[src/rtl/mips_main_control_fsm.sv]
// Multicycle MIPS main control: sequences fetch/decode/execute/memory/writeback
// and drives datapath enables, mux selects and the ALUOp class.
module mips_main_control_fsm #(
  parameter int ALUOP_W = 3
) (
  input  logic               clk,
  input  logic               reset,
  input  logic [5:0]         opcode,
  input  logic               mem_ready,
  output logic               pc_write,
  output logic               branch,
  output logic               iord,
  output logic               mem_write,
  output logic               ir_write,
  output logic               mem_to_reg,
  output logic               reg_dst,
  output logic               reg_write,
  output logic               alu_src_a,
  output logic [1:0]         alu_src_b,
  output logic [1:0]         pc_src,
  output logic [ALUOP_W-1:0] alu_op,
  output logic               instr_done,
  output logic               illegal_op,
  output logic [3:0]         state
);

  typedef enum logic [3:0] {
    S_FETCH   = 4'd0,
    S_DECODE  = 4'd1,
    S_MEMADR  = 4'd2,
    S_MEMRD   = 4'd3,
    S_MEMWB   = 4'd4,
    S_MEMWR   = 4'd5,
    S_RTYPEEX = 4'd6,
    S_RTYPEWB = 4'd7,
    S_BEQEX   = 4'd8,
    S_ADDIEX  = 4'd9,
    S_ADDIWB  = 4'd10,
    S_JEX     = 4'd11
  } state_t;

  localparam logic [5:0] OP_LW   = 6'b100011;
  localparam logic [5:0] OP_SW   = 6'b101011;
  localparam logic [5:0] OP_RTYP = 6'b000000;
  localparam logic [5:0] OP_BEQ  = 6'b000100;
  localparam logic [5:0] OP_ADDI = 6'b001000;
  localparam logic [5:0] OP_J    = 6'b000010;

  localparam logic [ALUOP_W-1:0] ALU_ADD = ALUOP_W'(0);
  localparam logic [ALUOP_W-1:0] ALU_SUB = ALUOP_W'(1);
  localparam logic [ALUOP_W-1:0] ALU_FN  = ALUOP_W'(2);

  state_t r_state;
  state_t w_next;

  always_ff @(posedge clk) begin
    if (reset) r_state <= S_FETCH;
    else       r_state <= w_next;
  end

  always_comb begin
    w_next = S_FETCH;
    unique case (r_state)
      S_FETCH:   w_next = mem_ready ? S_DECODE : S_FETCH;
      S_DECODE: begin
        unique case (opcode)
          OP_LW, OP_SW: w_next = S_MEMADR;
          OP_RTYP:      w_next = S_RTYPEEX;
          OP_BEQ:       w_next = S_BEQEX;
          OP_ADDI:      w_next = S_ADDIEX;
          OP_J:         w_next = S_JEX;
          default:      w_next = S_FETCH;
        endcase
      end
      S_MEMADR:  w_next = (opcode == OP_LW) ? S_MEMRD : S_MEMWR;
      S_MEMRD:   w_next = mem_ready ? S_MEMWB : S_MEMRD;
      S_MEMWR:   w_next = mem_ready ? S_FETCH : S_MEMWR;
      S_RTYPEEX: w_next = S_RTYPEWB;
      S_ADDIEX:  w_next = S_ADDIWB;
      default:   w_next = S_FETCH;
    endcase
  end

  logic w_legal;
  assign w_legal = (opcode == OP_LW) || (opcode == OP_SW) ||
                   (opcode == OP_RTYP) || (opcode == OP_BEQ) ||
                   (opcode == OP_ADDI) || (opcode == OP_J);

  // Reset overrides everything so no enable can fire during an abort.
  always_comb begin
    pc_write   = 1'b0;
    branch     = 1'b0;
    iord       = 1'b0;
    mem_write  = 1'b0;
    ir_write   = 1'b0;
    mem_to_reg = 1'b0;
    reg_dst    = 1'b0;
    reg_write  = 1'b0;
    alu_src_a  = 1'b0;
    alu_src_b  = 2'b00;
    pc_src     = 2'b00;
    alu_op     = ALU_ADD;
    instr_done = 1'b0;
    illegal_op = 1'b0;
    state      = 4'd0;
    if (!reset) begin
      state = r_state;
      unique case (r_state)
        S_FETCH: begin
          ir_write  = mem_ready;
          pc_write  = mem_ready;
          alu_src_b = 2'b01;
        end
        S_DECODE: begin
          alu_src_b  = 2'b11;
          illegal_op = !w_legal;
        end
        S_MEMADR, S_ADDIEX: begin
          alu_src_a = 1'b1;
          alu_src_b = 2'b10;
        end
        S_MEMRD: iord = 1'b1;
        S_MEMWB: begin
          mem_to_reg = 1'b1;
          reg_write  = 1'b1;
          instr_done = 1'b1;
        end
        S_MEMWR: begin
          iord       = 1'b1;
          mem_write  = 1'b1;
          instr_done = mem_ready;
        end
        S_RTYPEEX: begin
          alu_src_a = 1'b1;
          alu_op    = ALU_FN;
        end
        S_RTYPEWB: begin
          reg_dst    = 1'b1;
          reg_write  = 1'b1;
          instr_done = 1'b1;
        end
        S_BEQEX: begin
          alu_src_a  = 1'b1;
          alu_op     = ALU_SUB;
          pc_src     = 2'b01;
          branch     = 1'b1;
          instr_done = 1'b1;
        end
        S_ADDIWB: begin
          reg_write  = 1'b1;
          instr_done = 1'b1;
        end
        S_JEX: begin
          pc_src     = 2'b10;
          pc_write   = 1'b1;
          instr_done = 1'b1;
        end
        default: ;
      endcase
    end
  end

endmodule

[config.mk]
export PLATFORM = sky130hd
export DESIGN_NAME = mips_main_control_fsm
export DESIGN_NICKNAME = d
export VERILOG_FILES = /design/src/rtl/mips_main_control_fsm.sv
export SDC_FILE = /design/constraint.sdc
export NUM_CORES = 1
export LEC_CHECK = 0
export BUFFER_PORTS_ARGS = -buffer_cell sky130_fd_sc_hd__buf_2
export CAP_MARGIN = 5
export CORE_UTILIZATION = 39
export CTS_BUF_LIST = sky130_fd_sc_hd__clkbuf_16
export CTS_CLUSTER_DIAMETER = 50
export CTS_CLUSTER_SIZE = 8
export DETAILED_ROUTE_END_ITERATION = 10
export PLACE_DENSITY = 0.75
export SYNTH_ARGS = -nofsm -noshare
export SYNTH_HDL_FRONTEND = slang
export SYNTH_SLANG_ARGS = --single-unit
[constraint.sdc]
create_clock -name clk -period 1.14 [get_ports clk]
set_input_delay 0.171 -clock clk [delete_from_list [all_inputs] [get_ports clk]]
set_output_delay 0.171 -clock clk [all_outputs]
set_load 0.005 [all_outputs]
==> results.toml, run 1 <==
[place]
place_congestion = 0.819
place.port_buffers = 29
dp_hpwl_mm = 1.55

[global_routing]
grt_max_degree = 8

[synth]
postSynthRegisterBits = 4
synth.avg_cell_area_sq_um = 6.90
synth_warnings = 0
synth_fp_nets = 95
post_synth_instance_area_sq_um = 593
synth_seq_area_share_pct = 13.5
synth_cell_types = 41
synth_cells = 86

[clock_tree]
buffer_depth_of_the_longest_clock_path = 2
number_of_hold_buffers_added_after_cts = 0
clkSinkCount = 4
cts-htree-levels = 1
cts_buffers = 3
clockRootBuffer = "sky130_fd_sc_hd__clkbuf_16"

[run_status]
run_status = "stopped before the end"
error = "[ERROR DPL-0038] Utilization greater than 100%, impossible to legalize"
last-stage-reached = "5_1_grt"

[die]
die_outline_height_microns = 41.0
start_util_pct = 43.9
die_width_microns = 41.0
placementRows = 13
top_level_ports = 31

[timing]
worst_endpoint_kind = "output port"
globalroute.repair_timing.worst_endpoint = "alu_op[1]"
[cells in the mapped netlist (all sizes together)]
| master | instances | share of area (%) |
|---|---|---|
| a2111oi | 1 | 2.5 |
| a21boi | 2 | 2.5 |
| a21o | 1 | 1.3 |
| a21oi | 6 | 5.1 |
| a22o | 2 | 3.0 |
| a31oi | 1 | 1.1 |
| and2 | 2 | 2.1 |
| and3 | 4 | 4.2 |
| buf | 7 | 7.2 |
| clkbuf | 1 | 0.63 |
| conb | 1 | 0.63 |
| dfxtp | 4 | 14 |
| inv | 1 | 0.63 |
| nand2 | 4 | 2.5 |
| nand2b | 1 | 1.1 |
| nand3 | 3 | 3.4 |
| nand3b | 1 | 1.3 |
| nand4 | 2 | 2.1 |
| nand4b | 1 | 1.5 |
| nor2 | 10 | 6.3 |
| nor2b | 5 | 5.7 |
| nor3 | 2 | 1.7 |
| nor3b | 2 | 2.5 |
| nor4 | 5 | 5.3 |
| nor4bb | 1 | 1.7 |
| o211ai | 1 | 1.3 |
| o21a | 1 | 1.3 |
| o21ai | 3 | 2.5 |
| o21bai | 1 | 1.3 |
| o311a | 1 | 1.7 |
| o311ai | 1 | 1.5 |
| o31ai | 1 | 1.3 |
| or2 | 1 | 1.1 |
| or3 | 1 | 1.1 |
| or4 | 1 | 1.9 |
| xnor2 | 1 | 1.5 |
| xor2 | 3 | 4.4 |
[cells by family after synthesis]
kind of cell              Yosys count  share of synthesized area, %
AOI/OAI and AO/OA                  22                          26.2
DFF                                 4                          13.5
other                               1                         0.632
and+or+nand+nor                    46                          45.4
buffers and inverters               9                          8.44
xor gates and xnor gates            4                          5.91
[stage by stage]
| step | area (sq um) | setup TNS, ns | cells | setup slack, ns |
|---|---|---|---|---|
| 4_1_cts | 1290 | -4.80 | 167 | -0.365 |
| 3_5_place_dp | 955 | -1.45 | 151 | -0.216 |
| 3_3_place_gp | 955 | -0.979 | 151 | -0.155 |
| 2_1_floorplan | 632 | -0.0149 | 86 | -0.00716 |
[timing repair]
item,in CTS
hold endpoints to repair,0
resized for setup,34
cloned,1
pin swaps,17
buffers inserted,12
endpoints found under the setup margin,24
==> run 2, diff against run 1 <==
- CORE_AREA: unset -> 2 2 63 65
- CORE_UTILIZATION: 39 -> unset
- CTS_BUF_LIST: sky130_fd_sc_hd__clkbuf_16 -> unset
- CTS_CLUSTER_DIAMETER: 50 -> unset
- CTS_CLUSTER_SIZE: 8 -> unset
- DIE_AREA: unset -> 0 0 65 67
- PLACE_DENSITY: 0.75 -> unset
- PLACE_DENSITY_LB_ADDON: unset -> 0.15
- clock period: 1.14 -> 1.5 ns (I/O delays scaled with it)
==> results.toml, run 2 <==
[worst_setup_path]
crit_path_max_fanout = 11
crit_arrival_ns = 1.29
crit_required_ns = 1.27
critical_path.slowest_cell = "sky130_fd_sc_hd__or3_1"
cp-end-kind = "output port"
start_kind = "register"
path_class = "reg -> out"
crit_path_cell_trace = "buf_12, or3_1, a21oi_1, buf_2"
critical-path-max-stage-delay_ns = 0.36

[power]
sw_frac_of_total_pct = 27.4
powerDensity_nw_per_um2 = 426
power.leakage_nw = 0.489
internal-power_w = 0.000343
clkPwrFrac_pct = 48.7
p_total_w = 0.000472
pwr-share-seq_pct = 23.8
max-vdd-ir-drop_mv = 0.232
p_sw_w = 0.000129
share_comb_of_total_power_pct = 27.5

[synth]
synth_cell_types = 41
synth_warnings = 0
post-synth-top-count-cell = "sky130_fd_sc_hd__nor2_1"
synth_fp_nets = 95
synth.avg_cell_area_sq_um = 6.90
synth_seq_area_share_pct = 13.5
synth_area_leaders = "sky130_fd_sc_hd__dfxtp_1 (14%), sky130_fd_sc_hd__nor2_1 (6.3%), sky130_fd_sc_hd__nor4_1 (5.3%)"
postSynthRegisterBits = 4
synth_top_flop_cell = "sky130_fd_sc_hd__dfxtp_1"
postSynth.asyncResetShare_pct = 0
synth_cells = 86
synth_top_area_share_pct = 13.5
synth_enable_flop_cells = 0
yosysTopAreaCell = "sky130_fd_sc_hd__dfxtp_1"
post_synth_instance_area_sq_um = 593
netlist_top_cells_count = "sky130_fd_sc_hd__nor2_1 (10), sky130_fd_sc_hd__a21oi_1 (6), sky130_fd_sc_hd__nor4_1 (5)"

[timing]
fin_crit_ns = 1.51
setup-tns-final_ns = -0.0121
hold_viol = 0
setup_slack_ns = -0.0121
rsz0062_at_grt = "true"
report.final.setup_viol = 1
clock.fmax_mhz = 661
worst_clock_skew_ns = 0.00186
slew_viol_final = 0
timing.final.crit_share_pct = 101

[die]
placementRows = 22
floorplan.core_area_sq_um = 3610
start_util_pct = 16.4
die_width_microns = 65
die_area_sq_um = 4360
die_outline_height_microns = 67
top_level_ports = 31

[final_layout]
fill_cells = 393
area_grow_syn2layout_pct = 86.9
fin_util_pct = 30.7
largest_register_ffs = 4
biggestRegsByFlops = "r_state: 4 flops"
design.final.nets = 144
postLayoutCellArea_sq_um = 1110
mostFrequentLayoutCells = "sky130_fd_sc_hd__buf_2 (28), sky130_fd_sc_hd__buf_4 (17), sky130_fd_sc_hd__nor2_1 (10), sky130_fd_sc_hd__buf_6 (6), sky130_fd_sc_hd__a21oi_1 (5)"
most_common_cell_after_layout_fill_and_taps_aside = "sky130_fd_sc_hd__buf_2"
antenna_cells = 0
top_reg_by_flops = "r_state"
drive_above_1_share_pct = 57.1

[global_routing]
gr-usage-all-layers_pct = 9.89
grt_pass1_vias = 672
grt_max_degree = 12
grt_first_pass_wirelength_mm = 3.17
grt_antenna_before_repair = 0
gr-total-overflow = 0

[run_status]
violations_in_the_final_reports = "setup timing"
run_status = "complete, but fails checks"

[route]
first_pass_iteration_count_of_the_detailed_router = 4
ant_nets = 0
first_iter_violations = 16
detail_route.vias_per_cell = 4.49
route.detailed.wl_per_inst_microns = 11.6
dr_total_vias = 813
final_wl_mm = 2.09
detail_route.drc_violations = 0

[place]
dpl_cell_area_sq_um = 877
place.port_buffers = 29
dp_hpwl_mm = 1.64
place_congestion = 0.733

[clock_tree]
cts_tree = "done"
clk_latency_ns = 0.22
clockRootBuffer = "sky130_fd_sc_hd__clkbuf_8"
cts-htree-levels = 1
clk_transition_reported_paths_ns = 0.03
clkSinkCount = 4
buffer_depth_of_the_longest_clock_path = 2
cts_buffers = 3

[job]
cap_violations = 0

[worst_hold_path]
hold_path_class = "in -> reg"
run 2: through the flow:
step,cells,setup WS [ns],hold WS (ns)
6_report,181,-0.0121,0.378
5_1_grt,181,-0.0744,0.394
4_1_cts,178,-0.0178,0.348
3_5_place_dp,170,0.0828,0.549
3_3_place_gp,170,0.0961,0.559
2_1_floorplan,86,0.208,0.439
run 2: final timing paths:
path                               from               endpoint  cells after the start  slack [ns]
setup / recovery  r_state[2]$_SDFF_PP0_              alu_src_a                      4       -0.01
hold / removal                    reset  r_state[3]$_SDFF_PP0_                      2        0.38
setup reg to reg  r_state[0]$_SDFF_PP0_  r_state[2]$_SDFF_PP0_                      5        0.20
hold reg to reg   r_state[3]$_SDFF_PP0_  r_state[3]$_SDFF_PP0_                      3        0.65
run 2: logic make-up after synthesis:
logic type / share of synthesized area, %
and+or+nand+nor: 45.4
AOI/OAI and AO/OA: 26.2
buffers and inverters: 8.44
xor gates and xnor gates: 5.91
DFF: 13.5
other: 0.632
run 2: what timing repair did:
| item | 4_1_cts | 5_1_grt |
|---|---|---|
| setup buffers | 5 | 3 |
| cloned | 0 | 0 |
| setup endpoints to repair | 7 | 14 |
| resized for setup | 15 | 18 |
| pin swaps | 2 | 5 |
| hold buffers | 0 | 0 |
run 2: critical path: cells and delay by family, from the launching register on:
family / cells / cell delay [ns]
flops: 1 / 0.33
compound gates: 1 / 0.12
buf+inv: 2 / 0.26
simple gates: 1 / 0.36
run 2: final cells by class:
class / instances / area, sq um / area share, %
well taps: 48 / 60.1 / 5.42
inverters: 1 / 6.26 / 0.564
repair buffers: 52 / 355 / 32.1
multi-input cells: 73 / 553 / 49.9
flip-flops and latches: 4 / 92.6 / 8.35
clock buffers: 3 / 41.3 / 3.72
run 2: metal layers:
| layer | wire [microns] | vias to the layer above | global-route usage [%] |
|---|---|---|---|
| met5 | 0 | - | 0 |
| met4 | 23 | 0 | 6.38 |
| met3 | 137 | 3 | 2.36 |
| met2 | 986 | 30 | 15.6 |
| met1 | 943 | 368 | 12.0 |
| li1 | - | 412 | - |
run 2: power by group through the flow:
stage,Sequential (W),Clock [W],Combinational [W]
3_3_place_gp,0.000115,0,0.000105
5_1_grt,0.000113,0.000244,0.000142
4_1_cts,0.000112,0.000236,0.000115
2_1_floorplan,0.000112,0,0.0000548
3_5_place_dp,0.000115,0,0.000105
6_report,0.000112,0.000230,0.000130
Power figures use the tool's default switching activity.
